## config.mk

```make
export PLATFORM = sky130hd
export DESIGN_NAME = seg_scan_decoder
export DESIGN_NICKNAME = d
export VERILOG_FILES = /design/src/rtl/seg_scan_pkg.sv /design/src/rtl/seg_settle_filter.sv /design/src/rtl/seg_scan_decoder.sv
export SDC_FILE = /design/constraint.sdc
export NUM_CORES = 1
export LEC_CHECK = 0
export ABC_AREA = 1
export CAP_MARGIN = 20
export CORE_ASPECT_RATIO = 1.25
export CORE_MARGIN = 2
export CORE_UTILIZATION = 41
export CTS_BUF_LIST = sky130_fd_sc_hd__clkbuf_8
export DETAILED_ROUTE_END_ITERATION = 7
export PLACE_DENSITY = 0.66
export SLEW_MARGIN = 20
export SYNTH_ARGS = -nofsm -noshare
export SYNTH_HDL_FRONTEND = slang
export SYNTH_SLANG_ARGS = --single-unit
```

## constraint.sdc

```tcl
create_clock -name Clk -period 4.6 [get_ports Clk]
set_clock_uncertainty 0.15 [all_clocks]
set_input_delay 0.92 -clock Clk [delete_from_list [all_inputs] [get_ports Clk]]
set_output_delay 0.92 -clock Clk [all_outputs]
set_load 0.02 [all_outputs]
```

## src/rtl/seg_scan_pkg.sv

```systemverilog
// ---------------------------------------------------------------------------
// seg_scan_pkg
// Shared definitions for the multiplexed 7-segment display interface.
//   DIGITS         number of digit positions on the scan bus
//   GLYPH_0..F     active-high {g,f,e,d,c,b,a} patterns for the hex glyphs,
//                  shared by the transmit-side encoder and the receive-side
//                  decoder
//   settle_state_t states of the input stability filter
//   decode_glyph() maps a segment pattern to {valid, code}. An unlisted
//                  pattern returns valid = 0 and code = 0.
// ---------------------------------------------------------------------------
`timescale 1ns/1ps

package seg_scan_pkg;

   localparam int DIGITS = 8;

   localparam logic [6:0] GLYPH_0 = 7'h3F;
   localparam logic [6:0] GLYPH_1 = 7'h06;
   localparam logic [6:0] GLYPH_2 = 7'h5B;
   localparam logic [6:0] GLYPH_3 = 7'h4F;
   localparam logic [6:0] GLYPH_4 = 7'h66;
   localparam logic [6:0] GLYPH_5 = 7'h6D;
   localparam logic [6:0] GLYPH_6 = 7'h7D;
   localparam logic [6:0] GLYPH_7 = 7'h07;
   localparam logic [6:0] GLYPH_8 = 7'h7F;
   localparam logic [6:0] GLYPH_9 = 7'h6F;
   localparam logic [6:0] GLYPH_A = 7'h77;
   localparam logic [6:0] GLYPH_B = 7'h7C;
   localparam logic [6:0] GLYPH_C = 7'h39;
   localparam logic [6:0] GLYPH_D = 7'h5E;
   localparam logic [6:0] GLYPH_E = 7'h79;
   localparam logic [6:0] GLYPH_F = 7'h71;

   typedef enum logic {
      WAIT_CHANGE = 1'b0,
      SETTLING    = 1'b1
   } settle_state_t;

   function automatic logic [4:0] decode_glyph(input logic [6:0] seg);
      logic [4:0] result;
      result = 5'h00;
      case (seg)
         GLYPH_0: result = {1'b1, 4'h0};
         GLYPH_1: result = {1'b1, 4'h1};
         GLYPH_2: result = {1'b1, 4'h2};
         GLYPH_3: result = {1'b1, 4'h3};
         GLYPH_4: result = {1'b1, 4'h4};
         GLYPH_5: result = {1'b1, 4'h5};
         GLYPH_6: result = {1'b1, 4'h6};
         GLYPH_7: result = {1'b1, 4'h7};
         GLYPH_8: result = {1'b1, 4'h8};
         GLYPH_9: result = {1'b1, 4'h9};
         GLYPH_A: result = {1'b1, 4'hA};
         GLYPH_B: result = {1'b1, 4'hB};
         GLYPH_C: result = {1'b1, 4'hC};
         GLYPH_D: result = {1'b1, 4'hD};
         GLYPH_E: result = {1'b1, 4'hE};
         GLYPH_F: result = {1'b1, 4'hF};
         default: result = 5'h00;
      endcase
      return result;
   endfunction

endpackage

```

## src/rtl/seg_settle_filter.sv

```systemverilog
// ---------------------------------------------------------------------------
// seg_settle_filter
// Synchronizes a generic-width bus and fires a single capture strobe once
// the synchronized value has held unchanged for SETTLE_CNT cycles.
// A value that keeps holding is never captured a second time.
//   clk      system clock
//   rst_n    asynchronous active-low reset
//   din      asynchronous input bus
//   dout     synchronized bus; this is the value that capture qualifies
//   capture  one-cycle strobe: dout has settled
// ---------------------------------------------------------------------------
`timescale 1ns/1ps

module seg_settle_filter
   import seg_scan_pkg::*;
#(
   parameter int           W          = 16,
   parameter int           SETTLE_CNT = 16,
   parameter logic [W-1:0] RST_VAL    = '1
) (
   input  logic         clk,
   input  logic         rst_n,
   input  logic [W-1:0] din,
   output logic [W-1:0] dout,
   output logic         capture
);

   localparam int            CW       = $clog2(SETTLE_CNT);
   localparam logic [CW-1:0] CNT_LAST = CW'(SETTLE_CNT - 1);

   logic [W-1:0]  sync_q1;
   logic [W-1:0]  sync_q2;
   logic [CW-1:0] cnt;
   logic          captured;
   settle_state_t state;

   // The change test looks at sync_q1 against sync_q2, so the count restarts
   // on the same edge that the new value lands in sync_q2.
   // NOTE: sequential state uses non-blocking assignments only, so every
   // flop samples the pre-edge values of the others.
   always_ff @(posedge clk or negedge rst_n) begin
      if (!rst_n) begin
         sync_q1  <= RST_VAL;
         sync_q2  <= RST_VAL;
         cnt      <= '0;
         captured <= 1'b0;
         state    <= SETTLING;
      end else begin
         sync_q1 <= din;
         sync_q2 <= sync_q1;
         if (sync_q1 != sync_q2) begin
            cnt      <= '0;
            captured <= 1'b0;
            state    <= SETTLING;
         end else if (capture) begin
            captured <= 1'b1;
            state    <= WAIT_CHANGE;
         end else if (cnt != CNT_LAST) begin
            cnt <= cnt + 1'b1;
         end
      end
   end

   assign capture = (cnt == CNT_LAST) && !captured;
   assign dout    = sync_q2;

endmodule

```

## src/rtl/seg_scan_decoder.sv

```systemverilog
// ---------------------------------------------------------------------------
// seg_scan_decoder
// Monitors a multiplexed 7-segment scan bus and decodes every settled digit
// back to its hex code. It also tracks frame completion, bad select patterns
// and a stalled scan.
//   Clk          system clock
//   Reset_n      asynchronous active-low reset
//   SEL[7:0]     digit select pins; bit i selects position i
//   SEG[7:0]     segment pins {dp,g,f,e,d,c,b,a}
//   Digit_Code   decoded hex code per position; digit i at [4i+3:4i]
//   Digit_DP     decimal point per position; 1 = lit
//   Digit_Valid  1 = last pattern captured for the position was a hex glyph
//   Frame_Done   pulse: all positions captured since the previous frame
//   Sel_Err      pulse: a settled SEL had more than one active bit
//   Scan_Lost    level: no capture for TIMEOUT_CNT cycles
// Optional build macro SEG_SCAN_SNAPSHOT_EN adds these outputs:
//   Frame_Code   Digit_Code frozen at each Frame_Done
//   Frame_DP     Digit_DP frozen at each Frame_Done
// ---------------------------------------------------------------------------
`timescale 1ns/1ps

module seg_scan_decoder
   import seg_scan_pkg::*;
#(
   parameter int   SETTLE_CNT  = 16,
   parameter int   TIMEOUT_CNT = 1_000_000,
   parameter logic SEL_ACT     = 1'b0,
   parameter logic SEG_ACT     = 1'b0
) (
   input  logic                  Clk,
   input  logic                  Reset_n,
   input  logic [7:0]            SEL,
   input  logic [7:0]            SEG,
   output logic [DIGITS*4-1:0]   Digit_Code,
   output logic [DIGITS-1:0]     Digit_DP,
   output logic [DIGITS-1:0]     Digit_Valid,
   output logic                  Frame_Done,
   output logic                  Sel_Err,
   output logic                  Scan_Lost
`ifdef SEG_SCAN_SNAPSHOT_EN
   ,
   output logic [DIGITS*4-1:0]   Frame_Code,
   output logic [DIGITS-1:0]     Frame_DP
`endif
);

   localparam int            TW     = $clog2(TIMEOUT_CNT + 1);
   localparam logic [TW-1:0] T_LAST = TW'(TIMEOUT_CNT - 1);
   localparam logic [TW-1:0] T_MAX  = TW'(TIMEOUT_CNT);

   logic [15:0]          bus_sync;
   logic                 capture;
   logic [7:0]           sel_n;
   logic [7:0]           seg_n;
   logic                 sel_none;
   logic                 sel_one;
   logic [4:0]           glyph;
   logic [DIGITS-1:0]    seen;
   logic [TW-1:0]        tmo_cnt;

   logic [DIGITS*4-1:0]  code_nx;
   logic [DIGITS-1:0]    dp_nx;
   logic [DIGITS-1:0]    valid_nx;
   logic [DIGITS-1:0]    seen_nx;
   logic                 frame_nx;
   logic                 sel_err_nx;
   logic                 lost_nx;
   logic [TW-1:0]        tmo_nx;

   seg_settle_filter #(
      .W          (16),
      .SETTLE_CNT (SETTLE_CNT),
      .RST_VAL    ({{8{~SEL_ACT}}, {8{~SEG_ACT}}})
   ) u_settle (
      .clk     (Clk),
      .rst_n   (Reset_n),
      .din     ({SEL, SEG}),
      .dout    (bus_sync),
      .capture (capture)
   );

   // Normalize so that 1 always means "selected" or "lit".
   assign sel_n    = bus_sync[15:8] ^ {8{~SEL_ACT}};
   assign seg_n    = bus_sync[7:0]  ^ {8{~SEG_ACT}};
   assign sel_none = (sel_n == 8'h00);
   assign sel_one  = !sel_none && ((sel_n & (sel_n - 8'd1)) == 8'h00);
   assign glyph    = decode_glyph(seg_n[6:0]);

   // A capture always wins over a timeout expiring in the same cycle,
   // because the expiry only counts on cycles without a capture.
   always_comb begin
      // NOTE: every output of this block gets a default first, so no path
      // can leave it unassigned and infer a latch.
      code_nx    = Digit_Code;
      dp_nx      = Digit_DP;
      valid_nx   = Digit_Valid;
      seen_nx    = seen;
      frame_nx   = 1'b0;
      sel_err_nx = 1'b0;
      lost_nx    = Scan_Lost;
      tmo_nx     = tmo_cnt;
      if (capture) begin
         tmo_nx = '0;
         if (sel_one) begin
            for (int i = 0; i < DIGITS; i++) begin
               if (sel_n[i]) begin
                  code_nx[4*i +: 4] = glyph[3:0];
                  valid_nx[i]       = glyph[4];
                  dp_nx[i]          = seg_n[7];
               end
            end
            lost_nx = 1'b0;
            seen_nx = seen | sel_n;
            if (seen_nx == '1) begin
               frame_nx = 1'b1;
               seen_nx  = '0;
            end
         end else if (!sel_none) begin
            sel_err_nx = 1'b1;
         end
      end else if (tmo_cnt != T_MAX) begin
         tmo_nx = tmo_cnt + 1'b1;
         if (tmo_cnt == T_LAST) begin
            lost_nx = 1'b1;
            seen_nx = '0;
         end
      end
   end

   always_ff @(posedge Clk or negedge Reset_n) begin
      if (!Reset_n) begin
         Digit_Code  <= '0;
         Digit_DP    <= '0;
         Digit_Valid <= '0;
         Frame_Done  <= 1'b0;
         Sel_Err     <= 1'b0;
         Scan_Lost   <= 1'b0;
         seen        <= '0;
         tmo_cnt     <= '0;
      end else begin
         Digit_Code  <= code_nx;
         Digit_DP    <= dp_nx;
         Digit_Valid <= valid_nx;
         Frame_Done  <= frame_nx;
         Sel_Err     <= sel_err_nx;
         Scan_Lost   <= lost_nx;
         seen        <= seen_nx;
         tmo_cnt     <= tmo_nx;
      end
   end

`ifdef SEG_SCAN_SNAPSHOT_EN
   // The snapshot loads the next-state values, so the digit that completes
   // the frame is included.
   always_ff @(posedge Clk or negedge Reset_n) begin
      if (!Reset_n) begin
         Frame_Code <= '0;
         Frame_DP   <= '0;
      end else if (frame_nx) begin
         Frame_Code <= code_nx;
         Frame_DP   <= dp_nx;
      end
   end
`endif

endmodule

```

**Word-level counts from Yosys, hierarchy flattened**

Index checks and enable logic that the tools add are counted.

- Register bits after elaboration: 116
- Bits of input ports: 18
- Output and inout bits: 51
- Word-level logic and storage cells: 107

- Add/sub/neg operators: 3
- Equal/unequal tests: 24
- Multiplexer cells: 23
- Bitwise logic cells: 4
- Reductions and logical operators: 20

Operator list:

| kind | number |
|---|---|
| 7-bit == test (second input constant) | 12 |
| 5-bit one-hot mux with 16 select lines | 1 |
| 20-bit 2-to-1 mux | 2 |
| 8-bit 2-to-1 mux | 5 |
| 3-bit AND reduction | 9 |
| 20-bit by 1-bit adder with 20-bit output (second input constant) | 1 |
| 20-bit == test (second input constant) | 1 |
| 20-bit inequality test (second input constant) | 1 |
| 8-bit zero test | 2 |
| 16-bit inequality test | 1 |
| 8-bit NOT | 2 |
| 7-bit by 3-bit == test with 1-bit output (second input constant) | 2 |
| 7-bit by 6-bit == test with 1-bit output (second input constant) | 2 |
| 1-bit 2-to-1 mux | 12 |
| 4-bit 2-to-1 mux | 3 |
| 8-bit bitwise AND | 1 |
| 8-bit == test (second input constant) | 1 |
| 8-bit bitwise OR | 1 |
| 2-bit nonzero test | 4 |
| 8-bit by 1-bit subtractor with 8-bit output (second input constant) | 1 |
| 4-bit by 1-bit adder with 4-bit output (second input constant) | 1 |
| 4-bit == test (second input constant) | 1 |
| 2-bit by 1-bit inequality test with 1-bit output (second input constant) | 2 |
| 4-bit inequality test (second input constant) | 1 |
| 3 further kinds | 5 |

**Longest topological paths before layout**

- Depth after elaboration: 7
- Gate-level depth with buffers: 11
- Mapped depth without buffers: 10

**Modules after synthesis**

Synthesis repeated with hierarchy kept, for this count alone.

- Cell total of the unflattened synthesis: 692
- Area total of the unflattened synthesis: 5512.8 um2

Modules (own cells, without submodules):

| module | times used | cells an instance | area each (um2) | seq. area each (um2) |
|---|---|---|---|---|
| seg_scan_decoder | 1 | 542 | 4091.4 | 1976.9 |
| seg_settle_filter | 1 | 150 | 1421.4 | 965.9 |

**Least setup slack after synthesis**

Ideal clock, no wire load.

- Path kind: reg2reg
- Start: register u_settle.cnt[0]
- End: register Digit_Code[13]
- Setup time: 119 ps
- Data arrival time: 1603 ps
- Data required time: 4331 ps
- Slack: 2728 ps
- Cell stages (with the launch flop): 11
- Path buffers: 0
- Clock period less this slack: 1872 ps
- Cells stage by stage: dfrtp_1 > ha_1 > nand2_1 > nor2_1 > nand2_1 > clkinv_1 > o21ai_2 > inv_2 > nand4_4 > nand2_1 > nand2_1

- Word-level cells in the longest chain between the ends: 3

Ends and longest elaborated chain:

| item | RTL line | source |
|---|---|---|
| from (decl) | seg_settle_filter.sv:33 | `logic [CW-1:0] cnt;` |
| from (signal assigned) | seg_settle_filter.sv:59 | `cnt <= cnt + 1'b1;` |
| 4-bit == test | seg_settle_filter.sv:64 | `assign capture = (cnt == CNT_LAST) && !captured;` |
| 1-bit logical AND | seg_settle_filter.sv:64 |  |
| 3-bit AND reduction (no source line) | - |  |
| to (signal assigned) | seg_scan_decoder.sv:141 | `Digit_Code <= code_nx;` |
| to (decl) | seg_scan_decoder.sv:34 | `output logic [DIGITS*4-1:0] Digit_Code,` |

No other way between the ends.
A chain may end at the register's enable or synchronous reset.

**Worst setup path in the final report**

- Start: register u_settle.cnt[0]
- End: register Digit_Valid[2]

- Word-level cells in the longest chain between the ends: 3

Ends and longest elaborated chain:

| item | RTL line | source |
|---|---|---|
| 4-bit == test | seg_settle_filter.sv:64 |  |
| 1-bit logical AND | seg_settle_filter.sv:64 |  |
| 3-bit AND reduction (no source line) | - |  |
| to (signal assigned) | seg_scan_decoder.sv:143 | `Digit_Valid <= valid_nx;` |
| to (decl) | seg_scan_decoder.sv:36 | `output logic [DIGITS-1:0] Digit_Valid,` |

No other way between the ends.

==> run_results.csv <==
group,metric,value,unit
floorplanning,core,12800,µm²
critical_path,cpMaxStageDelayCell,"nor2_4",
timing,slew_headroom,45.9,%
layout,fin_nets,722,
detailed_routing,dr_wl_met3,558,µm
critical_path,cp_common_cell,"nand2_1",
floorplanning,dieArea,14100,µm²
clock_tree,cts_resized,0,
min_path,min_from,"u_settle.sync_q1[6]",
critical_path,cp-end-kind,"register",
detailed_routing,highest_layer,"met4",
yosys,synth_top_area_share,38.8,%
power,p_per_area,321,nW/µm²
clock_tree,clockRootBuffer,"clkbuf_8",
detailed_routing,vias,4340,
critical_path,crit_family,"simple AND/OR/NAND/NOR gates",
yosys,ys_top_cells_by_area,"dfrtp_1, dfstp_2, nand2_1",
grt,grt.total_usage,18.0,%
floorplanning,chipWidth,107,µm
yosys,synth_edf_count,0,
critical_path,critical_path_class,"register to register",
yosys,synth.most_common_cell,"nand2_1",
clock_tree,post_cts_buffers,0,
critical_path,crit_path_start_kind,"register",
yosys,synthSimpleGateAreaFrac,33.2,%
timing,fmax,368,MHz
detailed_routing,wl_met1,5010,µm
yosys,netlist_area,5410,µm²
detailed_routing,routedWlPerCell,13.5,µm
critical_path,crit_buf_inv,2,
yosys,ys_seq_area_share,54.4,%
power,p_leak,3.31,nW
timing,holdWs,0.222,ns
grt,grt_pass1_vias,4144,
layout,fin_cells,882,
place,gp_congestion,0.855,
min_path,hold_path_depth,0,
run_status,status,"finished, final reports clean",
min_path,holdCritPathClass,"register to register",
clock_tree,ctsHtreeMaxLevel,4,
detailed_routing,vias_per_cell,4.92,
critical_path,worstPathCellList,"ha_1, nand2_1, nor2_1, nand2_1, clkinv_1, o21ai_2, nor2_4, buf_16, nand3_1, nand2_1",
layout,synthToLayoutAreaGrowth,23.5,%
yosys,synthFlopType,"dfrtp_1",
yosys,synthArstFlopShare,100,%
floorplanning,rows,46,
floorplanning,initial_core_util,42.4,%
timing,fin_ws,1.88,ns
yosys,synth_common_cells,"nand2_1, dfrtp_1, nand3_1",
yosys,ys_ff_latch,116,
grt,grt_first_pass_wirelength,19900,µm
timing,finalHoldViolations,0,
critical_path,cp_max_fo,36,
clock_tree,clk_pin_slew,0.07,ns
detailed_routing,wl,11900,µm
detailed_routing,dr.pass1.iters,5,
floorplanning,die_h,132,µm
critical_path,cpPeakStageDelay,0.46,ns
detailed_routing,remaining_drc_errors,0,
layout,drive_above_1_share,14.3,%
yosys,synthAdderAreaFrac,0.694,%
detailed_routing,dr.first_iter.drc_count,225,
grt,overflow,0,
yosys,synth_xor_area_share,2.59,%
timing,min_period_over_period,59.1,%
floorplanning,ios,69,
timing,worst_pin_slew,0.812,ns
place,place_ws,1.59,ns
clock_tree,clock-sinks,116,
clock_tree,postCtsHoldBufs,0,
timing,maxSlewViolCount,0,
yosys,synth_top_family_by_area,"simple AND/OR/NAND/NOR gates",
yosys,synth_nets,644,
detailed_routing,met2_length,6150,µm
grt,antenna_found_initial,0,
yosys,synth_mux_area_share,0,%
grt,grt_max_degree,89,
critical_path,rr_worst_depth,10,
critical_path,cp.required,4.83,ns
timing,setup_viol,0,
clock_tree,cts_tree,"done",
critical_path,r2r_start,"u_settle.cnt[0]",
yosys,synth.avg_cell_area,8.69,µm²
timing,period_needed,2.72,ns
min_path,whs_endpoint,"u_settle.dout[6]",
critical_path,critPathArrivalTime,2.95,ns
clock_tree,clk_latency,0.44,ns
critical_path,regToRegEndpoint,"Digit_Valid[2]",
yosys,synth_compound_area_share,3.26,%
detailed_routing,ant_nets,0,
run,cap_violations,0,
yosys,ys_types,35,
yosys,syn_inst,623,
place,dp_hpwl,8420,µm
layout,num_antenna_cells,0,
place,placed_cells,849,
clock_tree,cts_buffers,17,
timing,fin_setup_tns,0,ns
power,ir_drop,0.158,mV
timing,rsz0062_at_grt,"no",
clock_tree,cts_max_path_buffers,2,
critical_path,r2r_slack,1.88,ns
yosys,synth_top_area_cell,"dfrtp_1",
yosys,synth_warnings,0,
place,io_buffers,68,
routing by layer:
layer,up-vias,track usage (%)
li1,2155,-
met1,2056,22.1
met2,111,30.7
met3,18,4.48
met4,0,6.20
met5,-,0
placed cells by master, fill, tap and decap left out, types with 2 or more instances in the layout:
| cell type | netlist | final |
|---|---|---|
| clkinv_4 | 0 | 7 |
| inv_1 | 52 | 53 |
| nand4_1 | 9 | 9 |
| clkinv_2 | 0 | 2 |
| nor2_1 | 59 | 59 |
| bufinv_16 | 0 | 3 |
| dfstp_2 | 32 | 32 |
| nand2_2 | 2 | 2 |
| clkbuf_8 | 0 | 17 |
| nand4_4 | 8 | 8 |
| nand2_1 | 196 | 196 |
| a21oi_1 | 11 | 11 |
| or2_2 | 7 | 7 |
| nor2_4 | 1 | 2 |
| inv_2 | 10 | 10 |
| dfrtp_1 | 84 | 84 |
| nor3_1 | 10 | 10 |
| inv_6 | 0 | 2 |
| xnor2_1 | 14 | 14 |
| o21ai_0 | 16 | 16 |
| ha_1 | 3 | 3 |
| o21ai_2 | 2 | 2 |
| clkdlybuf4s50_1 | 0 | 67 |
| xor2_1 | 2 | 2 |
| nand3_1 | 83 | 83 |
where the power goes:
group,switching (mW),total (mW),internal (mW)
clock,0.434,0.974,0.540
combinational,0.0727,0.107,0.0343
sequential,0.0149,1.06,1.05
total,0.522,2.14,1.62
per-stage QoR:
step / power [mW] / util [%] / area, µm²
finish: 2.14 / 52.3 / 6680
floorplan: 1.13 / - / 5410
detailed placement: 1.19 / 48.8 / 6230
global placement: 1.19 / 48.8 / 6230
CTS: 2.17 / 52.0 / 6650
global route: 2.23 / 52.3 / 6680
how the worst max path moves through the flow:
stage               startpoint        endpoint  slack [ns]  cells past startpoint
2_1_floorplan  u_settle.cnt[0]  Digit_Code[13]        2.73                     10
3_3_place_gp   u_settle.cnt[0]  Digit_Code[21]        1.69                      9
3_5_place_dp   u_settle.cnt[0]  Digit_Code[14]        1.59                      9
4_1_cts        u_settle.cnt[0]     Digit_DP[4]        1.57                      9
5_1_grt        u_settle.cnt[0]  Digit_Code[23]        1.62                     10
6_report       u_settle.cnt[0]  Digit_Valid[2]        1.88                     10
cell families (layout without fill, tap and decap cells):
group | count (synthesis) | after routing
fa+ha+maj | 3 | 3
compound gates | 32 | 32
simple gates | 382 | 382
buf+inv | 74 | 165
xor+xnor | 16 | 16
flops | 116 | 116
final cells by class:
cell class                 count  area, µm²
fill                        1221       6100
sequential                   116       2940
multi-input combinational    433       2160
timing repair buffer          70        717
inverter                      63        236
clock buffer                  17        234
tap                          168        210
clock inverter                15        183
registers in the layout, summed over array words and instances, names as in the netlist:
register and cells:
Scan_Lost 1, Frame_Done 1, tmo_cnt 20, Sel_Err 1, u_settle.cnt 4, u_settle.dout 16
seen 8, Digit_Code 32, u_settle.captured 1, Digit_Valid 8, Digit_DP 8, u_settle.sync_q1 16
No activity file was read; power rests on OpenSTA's default activity.
